==> src/rtl/button_conditioner.sv <==
// Push-button conditioner: two-flop synchroniser, symmetric debounce FSM and hold timer,
// producing a registered level plus single-cycle press, release and long-press strobes.
module button_conditioner #(
    parameter int unsigned DEBOUNCE_CYCLES   = 50000,
    parameter int unsigned LONG_PRESS_CYCLES = 50000000,
    parameter bit          ACTIVE_LOW        = 1'b1
) (
    input  logic clk_i,
    input  logic rst_ni,
    input  logic btn_raw_i,
    output logic btn_level_o,
    output logic press_pulse_o,
    output logic release_pulse_o,
    output logic long_press_pulse_o
);

    localparam int unsigned DW = $clog2(DEBOUNCE_CYCLES + 1);
    localparam int unsigned HW = $clog2(LONG_PRESS_CYCLES + 1);

    localparam logic [DW-1:0] DebStep   = DW'(1);
    localparam logic [DW-1:0] DebLast   = DW'(DEBOUNCE_CYCLES - 1);
    localparam bit            DebSingle = (DEBOUNCE_CYCLES == 1);
    localparam logic [HW-1:0] HoldStep  = HW'(1);
    localparam logic [HW-1:0] HoldLast  = HW'(LONG_PRESS_CYCLES - 1);
    localparam logic [HW-1:0] HoldMax   = HW'(LONG_PRESS_CYCLES);

    typedef enum logic [1:0] {StReleased, StPressPend, StPressed, StRelPend} state_e;

    state_e        state_q, state_d;
    logic          s1_q, s2_q;
    logic [DW-1:0] dcnt_q, dcnt_d;
    logic [HW-1:0] hcnt_q, hcnt_d;
    logic          level_q, level_d;
    logic          press_q, press_d;
    logic          release_q, release_d;
    logic          long_q, long_d;

    // The cycle that leaves a stable state already counts as the first debounce cycle,
    // so the pending count starts at 1 and the accepting edge is the one seeing dcnt = D-1.
    always_comb begin
        state_d   = state_q;
        dcnt_d    = dcnt_q;
        press_d   = 1'b0;
        release_d = 1'b0;
        case (state_q)
            StReleased: begin
                if (s2_q) begin
                    if (DebSingle) begin
                        state_d = StPressed;
                        press_d = 1'b1;
                    end else begin
                        state_d = StPressPend;
                        dcnt_d  = DebStep;
                    end
                end
            end
            StPressPend: begin
                if (!s2_q) begin
                    state_d = StReleased;
                    dcnt_d  = '0;
                end else if (dcnt_q == DebLast) begin
                    state_d = StPressed;
                    dcnt_d  = '0;
                    press_d = 1'b1;
                end else begin
                    dcnt_d = dcnt_q + DebStep;
                end
            end
            StPressed: begin
                if (!s2_q) begin
                    if (DebSingle) begin
                        state_d   = StReleased;
                        release_d = 1'b1;
                    end else begin
                        state_d = StRelPend;
                        dcnt_d  = DebStep;
                    end
                end
            end
            StRelPend: begin
                if (s2_q) begin
                    state_d = StPressed;
                    dcnt_d  = '0;
                end else if (dcnt_q == DebLast) begin
                    state_d   = StReleased;
                    dcnt_d    = '0;
                    release_d = 1'b1;
                end else begin
                    dcnt_d = dcnt_q + DebStep;
                end
            end
            default: begin
                state_d = StReleased;
                dcnt_d  = '0;
            end
        endcase
    end

    // Long-press fires on the step into HoldMax even if that edge is also the release edge.
    always_comb begin
        level_d = (state_d == StPressed) || (state_d == StRelPend);
        long_d  = level_q && (hcnt_q == HoldLast);
        hcnt_d  = hcnt_q;
        if ((state_d == StReleased) || press_d) begin
            hcnt_d = '0;
        end else if (level_q && (hcnt_q != HoldMax)) begin
            hcnt_d = hcnt_q + HoldStep;
        end
    end

    always_ff @(posedge clk_i) begin
        if (!rst_ni) begin
            state_q   <= StReleased;
            s1_q      <= 1'b0;
            s2_q      <= 1'b0;
            dcnt_q    <= '0;
            hcnt_q    <= '0;
            level_q   <= 1'b0;
            press_q   <= 1'b0;
            release_q <= 1'b0;
            long_q    <= 1'b0;
        end else begin
            state_q   <= state_d;
            s1_q      <= btn_raw_i ^ ACTIVE_LOW;
            s2_q      <= s1_q;
            dcnt_q    <= dcnt_d;
            hcnt_q    <= hcnt_d;
            level_q   <= level_d;
            press_q   <= press_d;
            release_q <= release_d;
            long_q    <= long_d;
        end
    end

    assign btn_level_o        = level_q;
    assign press_pulse_o      = press_q;
    assign release_pulse_o    = release_q;
    assign long_press_pulse_o = long_q;

endmodule
==> config.mk <==
export PLATFORM = sky130hd
export DESIGN_NAME = button_conditioner
export DESIGN_NICKNAME = d
export VERILOG_FILES = /design/src/rtl/button_conditioner.sv
export SDC_FILE = /design/constraint.sdc
export NUM_CORES = 1
export LEC_CHECK = 0
export CORE_MARGIN = 3
export CORE_UTILIZATION = 35
export CTS_BUF_LIST = sky130_fd_sc_hd__clkbuf_4
export CTS_CLUSTER_DIAMETER = 50
export DETAILED_ROUTE_END_ITERATION = 8
export DONT_BUFFER_PORTS = 1
export SLEW_MARGIN = 20
export SYNTH_ARGS = -nofsm -noshare
export SYNTH_HDL_FRONTEND = slang
export SYNTH_SLANG_ARGS = --single-unit
==> constraint.sdc <==
create_clock -name clk_i -period 2.1 [get_ports clk_i]
set_input_delay 0.63 -clock clk_i [delete_from_list [all_inputs] [get_ports clk_i]]
set_output_delay 0.63 -clock clk_i [all_outputs]
set_load 0.1 [all_outputs]
==> results_dict.tcl <==
set metrics [dict create \
    first_global_vias 1525 \
    setup_tns_ns 0 \
    synth-async-reset-ratio_pct 0 \
    chipHeight_um 86.71 \
    cts.sinks 49 \
    cpPeakStageDelay_ns 0.38 \
    first_iter_violations 75 \
    fin_worst_skew_ns 0.01105 \
    die_width_um 86.71 \
    pin_count 7 \
    multi_input_area_um2 1224 \
    antenna_found_initial 0 \
    drc_errors 0 \
    grt-ovfl-total 0 \
    ys_seq_area_share_pct 43.03 \
    numCtsBuffers 5 \
    syn_area_um2 2280 \
    hold_viol 0 \
    finalCriticalPeriod_ns 1.809 \
    vias_per_cell 4.979 \
    area_growth_syn_to_layout_pct 6.751 \
    hold_start "btn_raw_i" \
    end_kind "flop" \
    irDropWorstVdd_v 0.0003776 \
    num_antenna_cells 0 \
    outcome "complete, no violations" \
    critPathKind "flop to flop" \
    reg2reg_to "hcnt_q[22]$_SDFFE_PP0P_" \
    grt_pass1_wl_um 6920 \
    r2r_slack_ns 0.29 \
    fill_cells 649 \
    worst_ep_arrival_time_ns 2.05 \
    final_core_util_pct 39.92 \
    path_cells "ha_1 > and4b_1 > nand4_2 > maj3_2 > nand2_4 > nor2_1" \
    synth-edff-count 0 \
    fmax_mhz 552.9 \
    yosysWarnings 0 \
    regArea_um2 982.2 \
    min_path_type "input pin to flop" \
    maxCapViolations 0 \
    slew_headroom_pct 62.64 \
    layout.nets 264 \
    ys_types 42 \
    totalWireLength_um 3965 \
    leakage_nw 0.8838 \
    gp_congestion 0.7322 \
    rsz0062_at_grt "false" \
    worstSkewPairLatency_ns 0.36 \
    startpoint "dcnt_q[0]$_SDFFE_PN0P_" \
    dpl.hpwl_um 2749 \
    start_util_pct 37.40 \
    grt_use_total_pct 11.32 \
    min_to "s1_q$_SDFF_PN0_" \
    final_antenna_net_count 0 \
    cts-root-buf "clkbuf_4" \
    tritoncts "yes" \
    timing.final.crit_share_pct 86.12 \
    avgSynthCellArea_um2 9.119 \
    die_area_um2 7518 \
    layout-drive-gt1-share_pct 11.97 \
    post_cts_buffers 0 \
    clk_pin_slew_ns 0.13 \
    fp.coreArea_um2 6096 \
    num_rows 28 \
    setup_violations 0 \
    htree_levels 2 \
    postCtsHoldBufs 0 \
    synth_flop_cell "dfxtp_1" \
    rr_startpoint "dcnt_q[0]$_SDFFE_PN0P_" \
    dr.pass1.iters 4 \
    syn_nets 256 \
    ys_seq_elements 49 \
    worst_pin_slew_ns 0.5553 \
    synth_cells 250 \
    grt_max_degree 27 \
    power_density_nw_per_um2 570.1 \
    final_max_slew_viol_count 0 \
    critPathLaunchType "flop" \
    reg2reg_depth 6 \
    wl_per_cell_um 11.87 \
    crit_required_ns 2.35 \
    cts.repair.resized 0 \
    critPathSlowestCell "dfxtp_1" \
    min_path_cells 1 \
    clk_path_buf_depth 2 \
    cp_max_fo 26 \
    port_buffers 0 \
    vias 1663 \
]
## through the flow
| stage | hold WS, ns | setup slack (ns) | instances | total power, W | area (um2) |
|---|---|---|---|---|---|
| after global placement | 0.4147 | 0.3493 | 326 | 0.0009829 | 2379 |
| after floorplan | 0.4118 | 0.2059 | 250 | 0.0009776 | 2281 |
| final | 0.3220 | 0.2914 | 334 | 0.001387 | 2434 |
| after CTS | 0.2964 | 0.2830 | 334 | 0.001413 | 2434 |
| after detailed placement | 0.4263 | 0.2994 | 326 | 0.0009828 | 2379 |
| after global routing | 0.2899 | 0.1585 | 334 | 0.001463 | 2434 |
## registers in the layout, summed over array words and instances, names as in the netlist
| signal | flops |
|---|---|
| state_q | 2 |
| press_pulse_o | 1 |
| hcnt_q | 26 |
| dcnt_q | 16 |
| long_press_pulse_o | 1 |
| release_pulse_o | 1 |
| s1_q | 1 |
| s2_q | 1 |
## kinds of logic (layout without fill, tap and decap cells)
logic type      count (synthesis)  in the layout  synth area share (%)
compound gates                 14             14                 4.720
xor+xnor                       39             39                 15.31
mux                             1              1                0.4391
fa+ha+maj                       4              4                 2.141
buf+inv                        13             22                 3.293
flops                          49             49                 43.03
simple gates                  130            130                 31.06
## layer usage
metal  track usage, %  wire length (um)
met1            15.64              2094
met2            16.97              1694
met3            2.852               115
met4            4.249                60
met5                0                 0
## worst max-delay path by stage
stage                               to  cells after the start
6_report       hcnt_q[22]$_SDFFE_PP0P_                      6
5_1_grt        hcnt_q[11]$_SDFFE_PP0P_                      6
4_1_cts        hcnt_q[22]$_SDFFE_PP0P_                      6
3_5_place_dp   hcnt_q[15]$_SDFFE_PP0P_                      6
3_3_place_gp    hcnt_q[1]$_SDFFE_PP0P_                      6
2_1_floorplan  hcnt_q[22]$_SDFFE_PP0P_                      6
## layout by cell type, fill, tap and decap left out, types with 2 or more instances in the layout
cell type  count
nand2_1       19
nor3_1         4
nor4_1         2
clkbuf_4       6
nand3_1        7
a21oi_1        2
nor2_1        54
ha_1           3
and2_1         2
inv_1          7
dfxtp_1       48
nand4_1       11
nor3b_1        2
and4_1         5
nand4_2        2
o2111ai_1      3
xor2_1        24
clkinv_2       2
o21ai_0        3
and3_1         9
buf_4          7
and4bb_2       3
xnor2_1       14
## worst max-delay path, delay by kind of cell, from the launching register on
kind / cells / cell delay, ns
flops: 1 / 0.38
simple gates: 4 / 0.74
fa+ha+maj: 2 / 0.58
## synth_stat cells (all sizes together) (2+ instances only)
library cell / n / area [um2]
nor2: 55 / 209.0
dfxtp: 49 / 980.9
xor2: 25 / 226.5
nand2: 20 / 82.58
xnor2: 14 / 122.6
nand4: 13 / 93.84
and3: 9 / 56.30
inv: 7 / 26.28
nand3: 7 / 35.03
and4: 5 / 43.79
buf: 4 / 41.29
nor3: 4 / 20.02
o21ai: 4 / 23.77
and4bb: 3 / 37.54
ha: 3 / 37.54
nor3b: 3 / 33.78
nor4: 3 / 33.78
o2111ai: 3 / 26.28
a21oi: 2 / 10.01
and2: 2 / 12.51
clkbuf: 2 / 7.510
## where the power goes
group	internal (W)	total [W]	switching [W]	leakage [nW]
logic	0.00000920	0.0000266	0.0000174	0.453
clock network	0.000141	0.000425	0.000284	0.0354
registers	0.000933	0.000935	0.00000259	0.396
total	0.00108	0.00139	0.000304	0.884
## area by class of cell
| type | instances | area share (%) |
|---|---|---|
| Multi-Input combinational cell | 188 | 50.28 |
| Sequential cell | 49 | 40.36 |
| Tap cell | 75 | 3.856 |
| Timing Repair Buffer | 7 | 2.159 |
| Clock buffer | 6 | 1.851 |
| Inverter | 7 | 1.080 |
| Clock inverter | 2 | 0.4113 |
No activity file was read; power rests on OpenSTA's default activity.
